### config.mk
export PLATFORM = sky130hd
export DESIGN_NAME = seq_gen_moore
export DESIGN_NICKNAME = d
export VERILOG_FILES = /design/src/rtl/seq_pkg.sv /design/src/rtl/seq_shift_reg.sv /design/src/rtl/seq_gen_moore.sv
export SDC_FILE = /design/constraint.sdc
export NUM_CORES = 1
export LEC_CHECK = 0
export ABC_AREA = 1
export BUFFER_PORTS_ARGS = -buffer_cell sky130_fd_sc_hd__buf_2
export CAP_MARGIN = 30
export CORE_AREA = 2 2 59 61
export DETAILED_ROUTE_END_ITERATION = 6
export DIE_AREA = 0 0 61 63
export PLACE_DENSITY = 0.79
export REMOVE_ABC_BUFFERS = 1
export SYNTH_ARGS = -nofsm -noshare
export SYNTH_HDL_FRONTEND = slang
export SYNTH_SLANG_ARGS = --single-unit
### constraint.sdc
create_clock -name clk -period 3.5 [get_ports clk]
set_input_delay 0.875 -clock clk [delete_from_list [all_inputs] [get_ports clk]]
set_output_delay 0.875 -clock clk [all_outputs]
set_load 0.1 [all_outputs]
### src/rtl/seq_pkg.sv
// rtl/seq_pkg.sv - shared state encodings and default pattern for the serial pattern source
package seq_pkg;

  // Sequencer states, 2-bit encoding shared with detector benches
  typedef enum logic [1:0] {
    S_IDLE = 2'd0,
    S_SEND = 2'd1,
    S_GAP  = 2'd2,
    S_DONE = 2'd3
  } seq_state_e;

  // Default pattern recognised by the 1101 Moore detector
  localparam logic [3:0] DEF_PAT_1101 = 4'b1101;

endpackage

### src/rtl/seq_shift_reg.sv
// rtl/seq_shift_reg.sv - W-bit loadable left-shift register with MSB tap
module seq_shift_reg #(
  parameter int W = 4
) (
  input  logic         clk,
  input  logic         rst_n,
  input  logic         clr,
  input  logic         load,
  input  logic         shift,
  input  logic [W-1:0] din,
  output logic         msb
);

  logic [W-1:0] sr_q;

  // Clear beats load beats shift; zeros fill from the right
  always_ff @(posedge clk or negedge rst_n) begin
    if (!rst_n) begin
      sr_q <= '0;
    end else if (clr) begin
      sr_q <= '0;
    end else if (load) begin
      sr_q <= din;
    end else if (shift) begin
      sr_q <= {sr_q[W-2:0], 1'b0};
    end
  end

  assign msb = sr_q[W-1];

endmodule

### src/rtl/seq_gen_moore.sv
// rtl/seq_gen_moore.sv - Moore serial pattern transmitter with repeat count and idle gap
module seq_gen_moore
  import seq_pkg::*;
#(
  parameter int             W       = 4,
  parameter logic [W-1:0]   DEF_PAT = W'(DEF_PAT_1101),
  parameter int             CNT_W   = 8
) (
  input  logic             clk,
  input  logic             rst,
  input  logic             start,
  input  logic             abort,
  input  logic             pat_sel,
  input  logic [W-1:0]     pattern,
  input  logic [CNT_W-1:0] reps,
  input  logic [3:0]       gap,
  output logic             output_bit,
  output logic             bit_valid,
  output logic             busy,
  output logic             done
);

  localparam int            BW       = (W > 1) ? $clog2(W) : 1;
  localparam logic [BW-1:0] LAST_BIT = BW'(W - 1);

  seq_state_e       state_q;
  logic [BW-1:0]    bit_cnt_q;
  logic [3:0]       gap_cnt_q;
  logic [3:0]       gap_q;
  logic [CNT_W-1:0] reps_rem_q;
  logic [W-1:0]     pat_q;

  logic [W-1:0]     sel_pat;
  logic             last_bit;
  logic             more_reps;
  logic             sr_clr;
  logic             sr_load;
  logic             sr_shift;
  logic [W-1:0]     sr_din;
  logic             sr_msb;

  assign sel_pat   = pat_sel ? pattern : DEF_PAT;
  assign last_bit  = (state_q == S_SEND) && (bit_cnt_q == LAST_BIT);
  assign more_reps = (reps_rem_q > CNT_W'(1));

  // Shift-register control mirrors the FSM transitions: load on accepted start or reload, shift mid-copy
  always_comb begin
    sr_clr   = abort;
    sr_load  = 1'b0;
    sr_shift = 1'b0;
    sr_din   = (state_q == S_IDLE) ? sel_pat : pat_q;
    if (!abort) begin
      case (state_q)
        S_IDLE:  sr_load  = start && (reps != '0);
        S_SEND:  begin
          sr_load  = last_bit && more_reps && (gap_q == 4'd0);
          sr_shift = !last_bit;
        end
        S_GAP:   sr_load  = (gap_cnt_q == 4'd1);
        default: sr_load  = 1'b0;
      endcase
    end
  end

  // Sequencer: state, bit/gap/repeat counters and latched run parameters
  always_ff @(posedge clk or negedge rst) begin
    if (!rst) begin
      state_q    <= S_IDLE;
      bit_cnt_q  <= '0;
      gap_cnt_q  <= '0;
      gap_q      <= '0;
      reps_rem_q <= '0;
      pat_q      <= '0;
    end else if (abort) begin
      state_q    <= S_IDLE;
      bit_cnt_q  <= '0;
      gap_cnt_q  <= '0;
      reps_rem_q <= '0;
    end else begin
      case (state_q)
        S_IDLE: begin
          if (start) begin
            pat_q      <= sel_pat;
            gap_q      <= gap;
            reps_rem_q <= reps;
            bit_cnt_q  <= '0;
            state_q    <= (reps == '0) ? S_DONE : S_SEND;
          end
        end
        S_SEND: begin
          if (bit_cnt_q == LAST_BIT) begin
            bit_cnt_q  <= '0;
            // Remaining count is at least 1 here, so this never wraps
            reps_rem_q <= reps_rem_q - CNT_W'(1);
            if (!more_reps) begin
              state_q <= S_DONE;
            end else if (gap_q != 4'd0) begin
              gap_cnt_q <= gap_q;
              state_q   <= S_GAP;
            end
          end else begin
            bit_cnt_q <= bit_cnt_q + BW'(1);
          end
        end
        S_GAP: begin
          gap_cnt_q <= gap_cnt_q - 4'd1;
          if (gap_cnt_q == 4'd1) begin
            state_q <= S_SEND;
          end
        end
        S_DONE: begin
          state_q <= S_IDLE;
        end
        default: begin
          state_q <= S_IDLE;
        end
      endcase
    end
  end

  seq_shift_reg #(.W(W)) u_shift (
    .clk   (clk),
    .rst_n (rst),
    .clr   (sr_clr),
    .load  (sr_load),
    .shift (sr_shift),
    .din   (sr_din),
    .msb   (sr_msb)
  );

  // Moore outputs: decoded only from registered state and shift-register MSB
  assign output_bit = (state_q == S_SEND) && sr_msb;
  assign bit_valid  = (state_q == S_SEND);
  assign busy       = (state_q == S_SEND) || (state_q == S_GAP);
  assign done       = (state_q == S_DONE);

endmodule

==> results by group, run 1 <==
Route
  – Final ANT Viol Nets: 0
  – Via density: 5.18
  – DR pass1 iterations: 4
  – # DRC: 0
  – Total number of vias: 1633
  – 1st-iter DRT viols: 89
  – Routed WL: 3500 um
  – Drt wl/cell: 11.1 um

Yosys
  – Cell taking the most area after synthesis: dfrtp_1
  – Netlist area before placement: 1820 sq um
  – Largest family of logic cells by synthesized area: simple AND/OR/NAND/NOR gates
  – Yosys top cell area share: 38.5%
  – Synth Area in XOR/XNOR: 1.44%
  – Post-synthesis cell count: 246
  – Most instantiated library cell after synthesis: nand2_1
  – Post-synthesis mux area share: 0%
  – Yosys warning count: 0
  – Commonest cells post-synth: 64 x nand2_1, 35 x inv_1, 28 x dfrtp_1
  – Compound-Gate Fraction of Synth Area: 15.4%
  – Register area share after synthesis: 38.5%
  – Syn avg cell area: 7.40 sq um
  – Top FF cell, synth: dfrtp_1
  – Post-Synth Adder-Cell Area: 6.88%
  – Synth Register Bits: 28
  – Fraction of registers with async set/reset: 100%
  – Number of library cell types mapped by synthesis: 30
  – Post-synth EDFFs: 0
  – Top cells by area, synth: dfrtp_1 39%, nand2_1 13%, inv_1 7.2%, ha_1 6.9%, o21ai_0 6.6%
  – Simple-gate share of the synthesized area: 27.5%

Power and ir drop
  – Peak supply drop: 0.000417 V
  – Leakage: 1.05 nW
  – Pwr dens: 817 nW/um^2
  – Overall Power: 0.00165 W

Die
  – FP Rows: 21
  – Initial Util: 56.3%
  – Full die area: 3840 sq um
  – # IOs: 25
  – Die H: 63 um
  – Die X: 61 um
  – Core area: 3230 sq um

Global routing
  – Initial antenna violation count: 0
  – Gr usage total: 20.7%
  – Largest net degree at the start of global routing: 29
  – Vias in the first global route: 1530
  – Overflow after GRT: 0
  – First-pass GRT wire length: 6240 um

Timing
  – Final setup violating endpoints: 0
  – Crit path time final: 2.67 ns
  – RSZ-0062 raised after global routing: no
  – Final Worst Setup Slack: 0.830 ns
  – Minimum hold slack: 0.526 ns
  – Fin crit share: 76.3%
  – Final Hold Vio Count: 0
  – Final clock skew: 0.00316 ns
  – Max Slew Vio Count: 0
  – FMAX: 375 MHz
  – Worst rel slew slack: 44.7%
  – Worst-Margin Slew: 0.827 ns
  – Setup TNS: 0 ns

Worst setup path
  – CP cell instances: inv_1 -> ha_1 -> nand2_1 -> inv_1 -> buf_2
  – RR Endpoint: pat_q[3]
  – Critical path depth: 5
  – Critical Path End: output_bit
  – Crit-path leading delay family: buffers and inverters
  – Kind of critical path: reg2out
  – Crit path DAT: 1.79 ns
  – Setup crit start: state_q[1]
  – CP max stage cell: dfrtp_1
  – Critical path required time: 2.62 ns
  – Most common cell on crit path: inv_1
  – Flop2flop setup slack: 1.47 ns
  – Element type at the critical path start: flop
  – Crit path max fanout: 6
  – FF-to-FF path depth: 5
  – Buf+Inv Stages, Crit Path: 3
  – Crit Reg-Reg Startpoint: state_q[1]
  – CP peak stage delay: 0.44 ns
  – Setup crit end kind: primary output

Final layout
  – Layout Nets: 301
  – Core Util, Final: 62.4%
  – N_diodes: 0
  – Syn-to-layout area delta: 10.9%
  – Layout cells sized above 1: 15.6%

Clock tree
  – # resized after CTS: 0
  – H-tree levels: 1
  – Sink Count: 28
  – Hold_buf cts: 0
  – CTS tree: done
  – Worst skew pair latency: 0.32 ns
  – CTS buffer count: 3
  – Maximum root-to-sink buffer count: 2
  – # Post-CTS Setup Buffers: 0
  – Reg clk slew, reported paths: 0.15 ns
  – Root buffer cell: clkbuf_4

Worst hold path
  – Hold Path Depth: 2
  – Worst Hold Class: reg2reg

Run status
  – Status: complete, no violations

Place
  – GP Congestion: 0.804
  – IO buf count: 24
  – Placed wire-length estimate: 2710 um
  – Setup WS pre-CTS: 1.21 ns

Run
  – Max Cap Viol: 0
==> cells by family (layout without fill, tap and decap cells) <==
logic type / after synthesis / count (layout)
simple gates: 111 / 111
fa+ha+maj: 10 / 10
compound gates: 49 / 49
flops: 28 / 28
xor+xnor: 3 / 3
buf+inv: 45 / 68
==> sequential cells by signal, summed over array words and instances (netlist names) <==
signal	flops
bit_cnt_q	2
gap_cnt_q	4
gap_q	4
pat_q	4
reps_rem_q	8
state_q	2
u_shift.sr_q	4
==> how the worst min path moves through the flow <==
stage,startpoint,endpoint
finish,bit_cnt_q[1],bit_cnt_q[1]
global route,bit_cnt_q[1],bit_cnt_q[1]
CTS,bit_cnt_q[1],bit_cnt_q[1]
detailed placement,bit_cnt_q[1],bit_cnt_q[1]
global placement,bit_cnt_q[1],bit_cnt_q[1]
floorplan,bit_cnt_q[1],bit_cnt_q[1]
==> placed cells by master, fill, tap and decap left out, types with 7 or more instances in the layout <==
| cell type | count |
|---|---|
| nand4_1 | 8 |
| o22ai_1 | 7 |
| nand3_1 | 11 |
| dfrtp_1 | 28 |
| a21oi_1 | 7 |
| o21ai_0 | 24 |
| ha_1 | 10 |
| nand2_1 | 64 |
| inv_1 | 35 |
| nor2_1 | 16 |
| buf_2 | 24 |
==> cell type report <==
type                    instances  area (sq um)
inverters                      40           155
fillers                       307          1210
multi-input cells             173           932
flip-flops and latches         28           701
clock buffers                   3          22.5
well taps                      46          57.6
repair buffers                 24           120
clock inverters                 1          30.0
==> where the power goes <==
group	switching, W	leakage [nW]	internal (W)
sequential	0.0000813	0.358	0.000462
clock	0.0000970	0.0279	0.000116
combinational	0.000611	0.664	0.000281
total	0.000790	1.05	0.000859
==> per-stage QoR <==
stage	cell area, sq um	std cells
2_1_floorplan	1790	241
3_3_place_gp	1970	311
3_5_place_dp	1970	311
4_1_cts	2020	315
5_1_grt	2020	315
6_report	2020	315
==> routing by layer <==
metal  part of all wire, %  up-vias  global-route usage [%]
met4                  0.88        0                    5.98
met2                    49       35                    35.1
met1                    47      744                    27.0
met5                     0        -                       0
li1                      -      850                       -
met3                   3.2        4                    2.48
==> worst min-delay path: stages, from the launching register on <==
cell and delay (ns):
dfrtp_1 0.38, nand2_1 0.05, o21ai_0 0.06
Power figures use the tool's default switching activity.
==> inputs of run 2 (changes only) <==
--- a/config.mk
+++ b/config.mk
@@ -5,13 +5,13 @@
 export SDC_FILE = /design/constraint.sdc
 export NUM_CORES = 1
 export LEC_CHECK = 0
-export ABC_AREA = 1
+export ABC_AREA = 0
 export BUFFER_PORTS_ARGS = -buffer_cell sky130_fd_sc_hd__buf_2
 export CAP_MARGIN = 30
-export CORE_AREA = 2 2 59 61
+export CORE_AREA = 2 2 60 62
 export DETAILED_ROUTE_END_ITERATION = 6
-export DIE_AREA = 0 0 61 63
-export PLACE_DENSITY = 0.79
+export DIE_AREA = 0 0 62 64
+export PLACE_DENSITY = 0.77
 export REMOVE_ABC_BUFFERS = 1
 export SYNTH_ARGS = -nofsm -noshare
 export SYNTH_HDL_FRONTEND = slang
==> constraint.sdc (replaced) <==
create_clock -name clk -period 2.5 [get_ports clk]
set_input_delay 0.625 -clock clk [delete_from_list [all_inputs] [get_ports clk]]
set_output_delay 0.625 -clock clk [all_outputs]
set_load 0.1 [all_outputs]
==> results by group, run 2 <==
Route
  – Via density: 6.00
  – DR pass1 iterations: 4
  – Drt wl/cell: 14.8 um
  – # DRC: 0
  – Final ANT Viol Nets: 0
  – Routed WL: 4090 um
  – Total number of vias: 1655
  – 1st-iter DRT viols: 206

Timing
  – FMAX: 449 MHz
  – Minimum hold slack: 0.265 ns
  – Max Slew Vio Count: 0
  – Crit path time final: 2.23 ns
  – Worst-Margin Slew: 0.782 ns
  – Setup TNS: 0 ns
  – Final Hold Vio Count: 0
  – Final setup violating endpoints: 0
  – Worst rel slew slack: 47.4%
  – Fin crit share: 89.2%
  – Final clock skew: 0.00463 ns
  – RSZ-0062 raised after global routing: no

Clock tree
  – Sink Count: 28
  – Reg clk slew, reported paths: 0.15 ns
  – H-tree levels: 1
  – Maximum root-to-sink buffer count: 2
  – Worst skew pair latency: 0.34 ns
  – Hold_buf cts: 0
  – Root buffer cell: clkbuf_4
  – # Post-CTS Setup Buffers: 0
  – # resized after CTS: 0
  – CTS buffer count: 3
  – CTS tree: done

Power and ir drop
  – Leakage: 0.921 nW
  – Part of the power in registers: 32.5%
  – Combinational Power Share: 58.3%
  – Power Internal: 0.00128 W
  – Net switching power: 0.00121 W
  – Peak supply drop: 0.000579 V
  – Clock share of power: 9.2%
  – Pwr dens: 1190 nW/um^2
  – Switching part of the total: 48.5%

Worst setup path
  – CP cell instances: inv_1 -> ha_1 -> buf_2
  – Kind of critical path: reg2out
  – Crit path max fanout: 4
  – Buf+Inv Stages, Crit Path: 2
  – CP peak stage delay: 0.45 ns
  – Element type at the critical path start: flop
  – Critical path required time: 1.88 ns
  – FF-to-FF path depth: 6
  – CP max stage cell: dfrtp_1
  – Flop2flop setup slack: 0.32 ns
  – Crit-path leading delay family: buffers and inverters
  – Crit Reg-Reg Startpoint: reps_rem_q[0]
  – Setup crit end kind: primary output
  – RR Endpoint: gap_cnt_q[0]
  – Crit path DAT: 1.60 ns

Yosys
  – Commonest cells post-synth: 28 x dfrtp_1, 19 x nand2_1, 19 x o21ai_0
  – Fraction of registers with async set/reset: 100%
  – Cell taking the most area after synthesis: dfrtp_1
  – Register area share after synthesis: 38.2%
  – Top cells by area, synth: dfrtp_1 38%, ha_1 6.8%, o21ai_0 5.2%, a21oi_1 4.6%, nand2_1 3.9%
  – Yosys warning count: 0
  – Most instantiated library cell after synthesis: dfrtp_1
  – Number of library cell types mapped by synthesis: 45
  – Synth Register Bits: 28
  – Post-synth EDFFs: 0
  – Netlist area before placement: 1830 sq um
  – Syn avg cell area: 9.04 sq um
  – Post-synthesis cell count: 203
  – Yosys top cell area share: 38.2%
  – Top FF cell, synth: dfrtp_1

Die
  – Full die area: 3970 sq um
  – Die X: 62 um
  – Core area: 3280 sq um
  – Initial Util: 55.8%
  – Die H: 64 um
  – # IOs: 25
  – FP Rows: 21

Place
  – GP Congestion: 0.950
  – Placed wire-length estimate: 3140 um
  – IO buf count: 24

Final layout
  – Layout Nets: 262
  – Max reg flops: 8
  – Commonest non-fill, non-tap cell in the layout: dfrtp_1
  – Syn-to-layout area delta: 14.3%
  – Fillers: 289
  – N_diodes: 0
  – Core Util, Final: 63.8%
  – Most frequent cells in the layout: 28 x dfrtp_1, 22 x buf_2, 19 x nand2_1, 19 x o21ai_0, 17 x a21oi_1
  – Layout cells sized above 1: 21.3%
  – Most flop-heavy register: reps_rem_q

Run status
  – Status: complete, no violations

Global routing
  – Vias in the first global route: 1555
  – Gr usage total: 23.2%
  – First-pass GRT wire length: 7020 um
  – Largest net degree at the start of global routing: 29
  – Overflow after GRT: 0
  – Initial antenna violation count: 0

Worst hold path
  – Worst Hold Class: in2async

Run
  – Max Cap Viol: 0
-- run 2: changes by cell type in the layout (fill, tap and decap cells not counted), sizes merged, moves of 6 or more --
cell	previous run	this run
nor2b	0	6
o22ai	7	0
o21ai	27	19
nor2	20	10
buf	24	30
nand4	8	1
inv	40	11
a21oi	7	17
nand2	66	19
mux2	0	7
-- run 2: metal layers --
metal	up-vias	wire, um	track usage, %
met5	-	0	0
met4	0	48	5.32
met3	7	178	3.04
met2	52	1950	38.0
met1	795	1910	31.9
li1	801	-	-
-- run 2: cell families (layout without fill, tap and decap cells) --
family	count (synthesis)	in the layout	share of synthesized area (%)
buffers and inverters	18	45	3.68
AOI/OAI and AO/OA	62	62	22.2
and+or+nand+nor	75	75	23.0
DFF	28	28	38.2
muxes	10	10	6.14
adders and majority gates	10	10	6.82
-- run 2: power groups by stage --
stage | Clock (W) | Combinational, W | Sequential (W)
after floorplan | 0 | 0.00109 | 0.000789
after CTS | 0.000231 | 0.00145 | 0.000809
final | 0.000229 | 0.00145 | 0.000812
after detailed placement | 0 | 0.00145 | 0.000820
after global placement | 0 | 0.00143 | 0.000813
after global routing | 0.000252 | 0.00160 | 0.000840
-- run 2: per-stage QoR --
| stage | power (W) | setup WS (ns) | instance area (sq um) | cells |
|---|---|---|---|---|
| after CTS | 0.00249 | 0.280 | 2100 | 276 |
| after global routing | 0.00269 | 0.192 | 2100 | 276 |
| after global placement | 0.00224 | 0.430 | 2060 | 272 |
| final | 0.00250 | 0.271 | 2100 | 276 |
| after detailed placement | 0.00227 | 0.344 | 2060 | 272 |
| after floorplan | 0.00188 | -0.656 | 1810 | 196 |
-- run 2: cell type report --
cell class	instances	area, sq um	area share, %
timing repair buffer	30	195	9.31
tap	46	57.6	2.74
inverter	11	41.3	1.97
sequential	28	701	33.4
multi-input combinational	157	1070	50.8
clock buffer	4	36.3	1.73
-- run 2: how the worst max path moves through the flow --
stage / startpoint / slack, ns / to / cells past startpoint
after global routing: state_q[1] / 0.19 / bit_valid / 4
after global placement: reps_rem_q[0] / 0.43 / gap_cnt_q[0] / 6
after CTS: state_q[0] / 0.28 / busy / 3
after floorplan: state_q[1] / -0.66 / output_bit / 3
after detailed placement: reps_rem_q[0] / 0.34 / gap_cnt_q[0] / 6
final: state_q[0] / 0.27 / busy / 3
